$ cat config.mk
export PLATFORM = sky130hd
export DESIGN_NAME = fan_adder_tree
export DESIGN_NICKNAME = d
export VERILOG_FILES = /design/src/rtl/fan_adder_tree.sv
export SDC_FILE = /design/constraint.sdc
export NUM_CORES = 2
export LEC_CHECK = 0
export BUFFER_PORTS_ARGS = -buffer_cell sky130_fd_sc_hd__buf_2
export CAP_MARGIN = 20
export CORE_AREA = 2 2 443 445
export CTS_CLUSTER_DIAMETER = 30
export DETAILED_ROUTE_END_ITERATION = 7
export DIE_AREA = 0 0 445 447
export SKIP_CTS_REPAIR_TIMING = 1
export SLEW_MARGIN = 20
export SYNTH_ARGS = -nofsm -noshare
export SYNTH_HDL_FRONTEND = slang
export SYNTH_SLANG_ARGS = --single-unit
$ cat constraint.sdc
create_clock -name clk -period 0.8 [get_ports clk]
set_input_delay 0 -clock clk [delete_from_list [all_inputs] [get_ports clk]]
set_output_delay 0 -clock clk [all_outputs]
set_load 0.005 [all_outputs]
$ cat src/rtl/fan_adder_tree.sv
// fan_adder_tree: forwarding adder network that reduces N lane products into
// contiguous, variable-size reduction groups in a single registered pass.
// Adder i sits between lanes i and i+1 (in-order indexing). Its level is the
// number of trailing ones of i. Its operands are chosen from the leaf lane or
// from lower-level adders on the facing boundary of each span.
// Optional feature: define FAN_SAT_EN to make every adder sum saturate to
// 2^DW_DATA-1 instead of wrapping.
module fan_adder_tree #(
  parameter int DW_DATA = 8,
  parameter int N       = 32
) (
  input  logic                           clk,
  input  logic                           rst_n,
  input  logic [N-2:0]                   add_en,
  input  logic [N-2:0]                   bypass_en,
  input  logic [6*(N-1)-1:0]             sel,
  input  logic [DW_DATA*N-1:0]           in,
  input  logic [2*N-1:0]                 edge_tag_in,
  output logic [2*(N-1)-1:0]             out_valid,
  output logic [DW_DATA*2*(N-1)-1:0]     out
);

  localparam int N_ADDERS = N - 1;
  // Operand word: {end tag, start tag, value}
  localparam int OPW = DW_DATA + 2;

  function automatic int trailing_ones(input int v);
    int   c;
    logic run;
    c   = 0;
    run = 1'b1;
    for (int b = 0; b < 31; b++) begin
      if (run && v[b]) begin
        c++;
      end else begin
        run = 1'b0;
      end
    end
    return c;
  endfunction

  logic [DW_DATA*2*N_ADDERS-1:0] out_d;
  logic [2*N_ADDERS-1:0]         valid_d;

  for (genvar i = 0; i < N_ADDERS; i++) begin : g_adder
    localparam int LVL = trailing_ones(i);

    // Candidate tables are indexed directly by the 3-bit select; entries
    // beyond this adder's level stay zero with a cleared tag.
    logic [OPW-1:0]     cl [8];
    logic [OPW-1:0]     cr [8];
    logic [2:0]         sel_l;
    logic [2:0]         sel_r;
    logic [OPW-1:0]     l_op;
    logic [OPW-1:0]     r_op;
    logic [DW_DATA-1:0] sum;
    logic [OPW-1:0]     fwd_l;
    logic [OPW-1:0]     fwd_r;
    logic [DW_DATA-1:0] slot_a;
    logic [DW_DATA-1:0] slot_b;
    logic               valid_a;
    logic               valid_b;
    logic               unused_fwd;

    assign sel_l = sel[6*i +: 3];
    assign sel_r = sel[6*i+3 +: 3];

    assign cl[0] = {edge_tag_in[2*i +: 2], in[DW_DATA*i +: DW_DATA]};
    assign cr[0] = {edge_tag_in[2*(i+1) +: 2], in[DW_DATA*(i+1) +: DW_DATA]};

    for (genvar k = 1; k < 8; k++) begin : g_cand
      if (k <= LVL) begin : g_link
        assign cl[k] = g_adder[i - (1 << (k - 1))].fwd_r;
        assign cr[k] = g_adder[i + (1 << (k - 1))].fwd_l;
      end else begin : g_none
        assign cl[k] = '0;
        assign cr[k] = '0;
      end
    end

    assign l_op = cl[sel_l];
    assign r_op = cr[sel_r];

`ifdef FAN_SAT_EN
    logic [DW_DATA:0] wide_sum;
    assign wide_sum = {1'b0, l_op[DW_DATA-1:0]} + {1'b0, r_op[DW_DATA-1:0]};
    assign sum      = wide_sum[DW_DATA] ? '1 : wide_sum[DW_DATA-1:0];
`else
    assign sum = l_op[DW_DATA-1:0] + r_op[DW_DATA-1:0];
`endif

    // Per-adder function: sum (add has priority), bypass, or idle
    always_comb begin
      fwd_l   = '0;
      fwd_r   = '0;
      slot_a  = '0;
      slot_b  = '0;
      valid_a = 1'b0;
      valid_b = 1'b0;
      if (add_en[i]) begin
        fwd_l   = {r_op[DW_DATA+1], l_op[DW_DATA], sum};
        fwd_r   = {r_op[DW_DATA+1], l_op[DW_DATA], sum};
        slot_a  = sum;
        valid_a = l_op[DW_DATA] & r_op[DW_DATA+1];
      end else if (bypass_en[i]) begin
        fwd_l   = l_op;
        fwd_r   = r_op;
        slot_a  = l_op[DW_DATA-1:0];
        valid_a = l_op[DW_DATA] & l_op[DW_DATA+1];
        slot_b  = r_op[DW_DATA-1:0];
        valid_b = r_op[DW_DATA] & r_op[DW_DATA+1];
      end
    end

    assign out_d[DW_DATA*(2*i) +: DW_DATA]   = slot_a;
    assign out_d[DW_DATA*(2*i+1) +: DW_DATA] = slot_b;
    assign valid_d[2*i]                      = valid_a;
    assign valid_d[2*i+1]                    = valid_b;

    // The root's forwards (and some boundary forwards) have no consumer
    assign unused_fwd = ^{fwd_l, fwd_r};
  end

  // Output register; reset clears results immediately and drops any in-flight data
  always_ff @(posedge clk or negedge rst_n) begin
    if (!rst_n) begin
      out       <= '0;
      out_valid <= '0;
    end else begin
      out       <= out_d;
      out_valid <= valid_d;
    end
  end

endmodule

* Yosys cells after proc, flatten, opt, wreduce, memory -nomap -nowiden
Cells that the tools add are included. Widths: inputs -> output; s select.
Storage, ports and cells: register bits 558, output and inout port bits 558
Cells by class: bitwise operators 155, order comparisons 62, muxes and demuxes 538, add/subtract/negate cells 31
Operator list (count):
- $mux 10 | 228
- $bmux 10 s3 | 62
- $mux 8 | 124
- $add 8x8->8 | 31
- $ge 4x4->1 const B | 62
- $not 3->4 | 62
- $mux 1 | 124
- $and 1x1->1 | 93

* Depth between registers and ports, before layout
depth after elaboration 27, mapped depth 46

* Worst setup path before layout
OpenSTA, ideal clock, no wires.
path kind in2reg, from in sel[173], to reg out[247], cell stages on the path 37, arrival time 7.354 ns, setup slack -6.680 ns, data required time 0.674 ns, buffers on the path 1, path through nor3_2 -> clkbuf_1 -> and2_1 -> ha_1 -> inv_1 -> fa_1 -> nor2b_1 -> nor2_1 -> a21oi_1 -> fa_1 -> a22o_1 -> mux2i_1 -> nor2_1 -> a21oi_1 -> nor2_1 -> fa_1 -> a22o_1 -> mux4_2 -> nand2_1 -> inv_1 -> ha_1 -> a21o_1 -> a21oi_1 -> xnor2_1 -> and3_1 -> a211oi_1 -> nor3_1 -> a221o_1 -> ha_1 -> a21o_1 -> a21oi_1 -> nor2b_1 -> o21ai_0 -> nand2b_1 -> or3_1 -> and3_1 -> a221o_1
Between the ends: longest elaborated chain between the ends 26, elaborated cells between the ends (all ways) 29
RTL lines:
- from (decl) | line 16 | input logic [6*(N-1)-1:0] sel,
- $not 3->4 (implied by the code) * | line 82 | assign r_op = cr[sel_r];
- $bmux 10 s3 * | line 82
- $mux 10 (implied by the code) * (2 in a row) | line 82
- $add 8x8->8 / $mux 10 (equally long branches) | line 89, 105
- $mux 10 * | line 100 | if (add_en[i]) begin
- $bmux 10 s3 * | line 81 | assign l_op = cl[sel_l];
- $mux 10 (implied by the code) * (2 in a row) | line 81
- $add 8x8->8 / $mux 10 (equally long branches) | line 89, 105
- [1 not listed]
- named net g_adder[29].fwd_l[1] | line 57 | logic [OPW-1:0] fwd_l;
- [5 not listed]
- named net g_adder[27].fwd_l[1] | line 57
- [1 not listed]
- $mux 10 (implied by the code) * (2 in a row) | line 82
- $add 8x8->8 * | line 89 | assign sum = l_op[DW_DATA-1:0] + r_op[DW_DATA-1:0];
- $mux 10 * | line 100
- $bmux 10 s3 * | line 82
- $mux 10 (implied by the code) * (2 in a row) | line 82
- $add 8x8->8 * | line 89
- $mux 8 * | line 100
- named net g_adder[15].slot_a[7] | line 59 | logic [DW_DATA-1:0] slot_a;
- to (signal assigned) | line 130 | out <= out_d;
- to (decl) | line 20 | output logic [DW_DATA*2*(N-1)-1:0] out
The timed path passes the listed nets; every way through them passes the cells marked *. The select of a mux whose other input is x is not followed.

* Worst setup path after layout
from in sel[85], to reg out[247]
Between the ends: longest elaborated chain between the ends 26, elaborated cells between the ends (all ways) 34
RTL lines (line):
- $not 3->4 (implied by the code) * | 81
- $bmux 10 s3 * | 81
- $mux 10 (implied by the code) * (2 in a row) | 81
- $add 8x8->8 / $mux 10 (equally long branches) | 89, 105
- $mux 10 * | 100
- named net g_adder[14].fwd_l[1] | 57
- $bmux 10 s3 * | 82
- $mux 10 (implied by the code) * (2 in a row) | 82
- [2 not listed]
- named net g_adder[13].fwd_l[1] | 57
- [5 not listed]
- named net g_adder[11].fwd_l[3] | 57
- [1 not listed]
- $mux 10 (implied by the code) * (2 in a row) | 82
- $add 8x8->8 / $mux 10 (equally long branches) | 89, 105
- $mux 10 * | 100
- $bmux 10 s3 * | 81
- $mux 10 (implied by the code) * (2 in a row) | 81
- $add 8x8->8 / $mux 8 (equally long branches) | 89, 105
- $mux 8 * | 100
- named net g_adder[15].slot_a[7] | 59
Marked as above.

==> results by group <==
Drt
  – Final Routed Wirelength: 253000 um
  – Remaining DRCs: 0
  – Via/cell ratio: 4.71
  – Initial drt markers: between 3000 and 4000
  – Drt wl/cell: about 25 um
  – Via count: around 48000
  – First-pass DRT Iterations: 5
  – Antenna Nets Post-Route: 0

Die
  – Core area: approximately 190000 um2
  – Die area: about 200000 um2
  – Row count: 162
  – Starting Density: between 10% and 20%
  – Die width: 445 um
  – Num ports: around 1100
  – Die Y: 447 um

Logic synthesis
  – Mean Syn Cell Area: 8.91 um2
  – Ys flop type: dfrtp_1
  – Complex-gate fraction of the synthesized area: 20.6%
  – Post-synthesis simple-gate area fraction: a little under a quarter
  – Flops & latches, synth: around 560
  – Cell area after synthesis: 37500 um2
  – Sequential-to-total area share from yosys stat: about 37%
  – Yosys cell types: just over 100
  – Number of synthesized flops with an enable pin: 0
  – Synth Area in XOR/XNOR: under 10%
  – Post-Syn Nets: 5025
  – Post-Synth Adder-Cell Area: slightly below 9%
  – Synthesized instance count: 4207
  – Post-synthesis mux area share: approximately 2.0%
  – Synth warn: 0
  – Ys async rst share: 100%
  – Main combinational cell family by area after synthesis: simple AND/OR/NAND/NOR gates

Global routing
  – Initial antenna violation count: 127
  – Vias in the first global route: 45904
  – Largest net degree at the start of global routing: 97
  – Grt total ovfl: 0
  – Total global routing track utilization: about a quarter
  – Global-route wire length before repair: between 300000 and 400000 um

STA
  – Hold Vio Cnt, Final: approximately 350
  – Fin crit period: between 6 and 7 ns
  – Worst-margin pin slew: between 1 and 1.5 ns
  – RSZ-0062 raised after global routing: true
  – Final Cycle Share: 852%
  – Max-slew violations: 0
  – Rel. slew slack: 26.0%
  – Worst setup margin: -6.02 ns
  – Max Fclk: between 100 and 150 MHz
  – Hold Worst Slack: -0.427 ns
  – Final setup violation count: approximately 1500

Finish
  – Nets: just over 8000
  – Most frequent cells in the layout: buf_4, buf_2, dfrtp_1
  – Synthesis-to-finish area growth: 99.6%
  – Final instance area: 74800 um2
  – Most common cell after layout, fill and taps aside: buf_4
  – Layout cells sized above 1: about 56%
  – Fillers: 19319

Placed design
  – Port-buffer cells: roughly 1100
  – Placed inst area: a little over 60000 um2
  – Post-DP HPWL: roughly 210000 um
  – Routability cong.: 1.02
  – Pre-CTS setup slack: -7.26 ns

Clock network
  – TritonCTS Buffers: between 100 and 150
  – CTS tree: built
  – CTS Sinks: ~560
  – Clock-pin slew on the worst setup and hold paths: 0.05 ns
  – Clk root buf: clkbuf_16
  – H-tree levels: 4
  – CTS max path bufs: 3

Setup path
  – Crit. End Element: flip-flop
  – CP arrival: approximately 7.5 ns
  – CP startpoint kind: input pin
  – Cell repeated most along the worst path: a22o_1
  – Kind of critical path: input pin to flip-flop
  – CP max stage delay: 0.51 ns
  – Crit Path Max Fanout: 3
  – Worst EP required: ~1.5 ns
  – Crit path max-delay cell type: mux4_2

Status
  – Outcome: finished with violations
  – Failing checks: hold timing, setup timing

Power and ir drop
  – Pleak: 38.8 nW
  – Peak VDD IR: 1.95 mV
  – Power Dens Cells: 1530 nW/um2

Min path
  – Worst min path class: input pin to flip-flop

Flow run
  – Max_cap viols: 0
cell type report:
class	instances	area [um2]	area share, %
clock inverter	78	955	1.28
inverter	139	537	0.717
timing repair buffer	3338	24000	32.1
sequential	558	14000	18.7
tap	2542	3180	4.25
clock buffer	183	4050	5.40
antenna	75	188	0.251
multi-input combinational	3269	27900	37.3
worst max-delay path, delay by kind of cell:
family                   cells  cell delay, ns
multiplexers                 3            0.95
XOR/XNOR                     2            0.22
AO/OA/AOI/OAI               13            2.38
buffers and inverters        5            0.59
AND/OR/NAND/NOR              9            1.46
adder cells (fa/ha/maj)      6            1.88
cell families after synthesis:
logic type               after synthesis
AND/OR/NAND/NOR                     1678
AO/OA/AOI/OAI                       1102
flip-flops                           558
buffers and inverters                380
adder cells (fa/ha/maj)              248
XOR/XNOR                             191
multiplexers                          50
worst paths after layout:
path,startpoint,to,slack [ns],cells after the start
max in group asynchronous,rst_n,out[120],-0.64,5
hold / removal,edge_tag_in[44],out_valid[43],-0.43,3
min in group asynchronous,rst_n,out[315],0,3
setup / recovery,sel[85],out[247],-6.02,38
power by group:
part           internal (W)  switching (W)  total, W
clock                0.0403         0.0193    0.0596
combinational        0.0124         0.0132    0.0256
sequential           0.0292       0.000436    0.0296
total                0.0819         0.0329     0.115
flip-flops by register name (all words and copies together) (netlist names):
signal     cells
out          496
out_valid     62
metrics by stage:
step / utilization, % / total power, W / cells / hold WS, ns / setup TNS [ns]
after floorplan: - / 0.0376 / 4207 / -0.296 / -648.22
after CTS: 33.8 / 0.111 / 9572 / -0.842 / -878.73
after global routing: 38.5 / 0.119 / 10162 / -0.461 / -1130.34
after detailed placement: 31.2 / 0.0511 / 9311 / 0.0200 / -937.79
after global placement: 31.2 / 0.0510 / 9311 / 0.0207 / -925.43
final: 38.5 / 0.115 / 10182 / -0.427 / -1061.96
layer usage:
metal / vias up / GRT usage [%] / share of wire, %
met5: - / 0 / 0.089
met4: 36 / 19.0 / 9.0
met3: 734 / 5.36 / 6.2
met2: 2066 / 38.6 / 48
met1: 23532 / 25.5 / 37
li1: 21629 / - / -
synthesized netlist by cell type (14+ instances only):
cell / n / area share, %
o31ai_1: 16 / 0.32
o21bai_1: 35 / 0.70
xor2_1: 66 / 1.5
mux2i_1: 26 / 0.69
buf_1: 24 / 0.24
nand3_1: 55 / 0.73
nand2_1: 393 / 3.9
a32oi_1: 73 / 1.7
fa_1: 31 / 1.7
nor2_1: 396 / 4.0
dfrtp_1: 558 / 37
o22ai_1: 16 / 0.27
a22o_1: 121 / 2.8
nor3_1: 119 / 1.6
a31oi_1: 26 / 0.43
or2_2: 23 / 0.38
a211oi_1: 60 / 1.2
o21ai_0: 134 / 1.8
and3_1: 124 / 2.1
a32o_1: 14 / 0.37
a221oi_1: 23 / 0.54
mux4_2: 19 / 1.1
xnor2_1: 123 / 2.9
a21oi_1: 265 / 3.5
o21a_1: 25 / 0.50
and2_1: 330 / 5.5
a21o_1: 123 / 2.5
o211ai_1: 20 / 0.40
nor2b_1: 56 / 0.93
inv_1: 138 / 1.4
ha_1: 217 / 7.2
clkbuf_1: 202 / 2.0
nand4_1: 20 / 0.33
nand2b_1: 66 / 1.1
a22oi_1: 40 / 0.80
(Power assumes the default switching activity.)
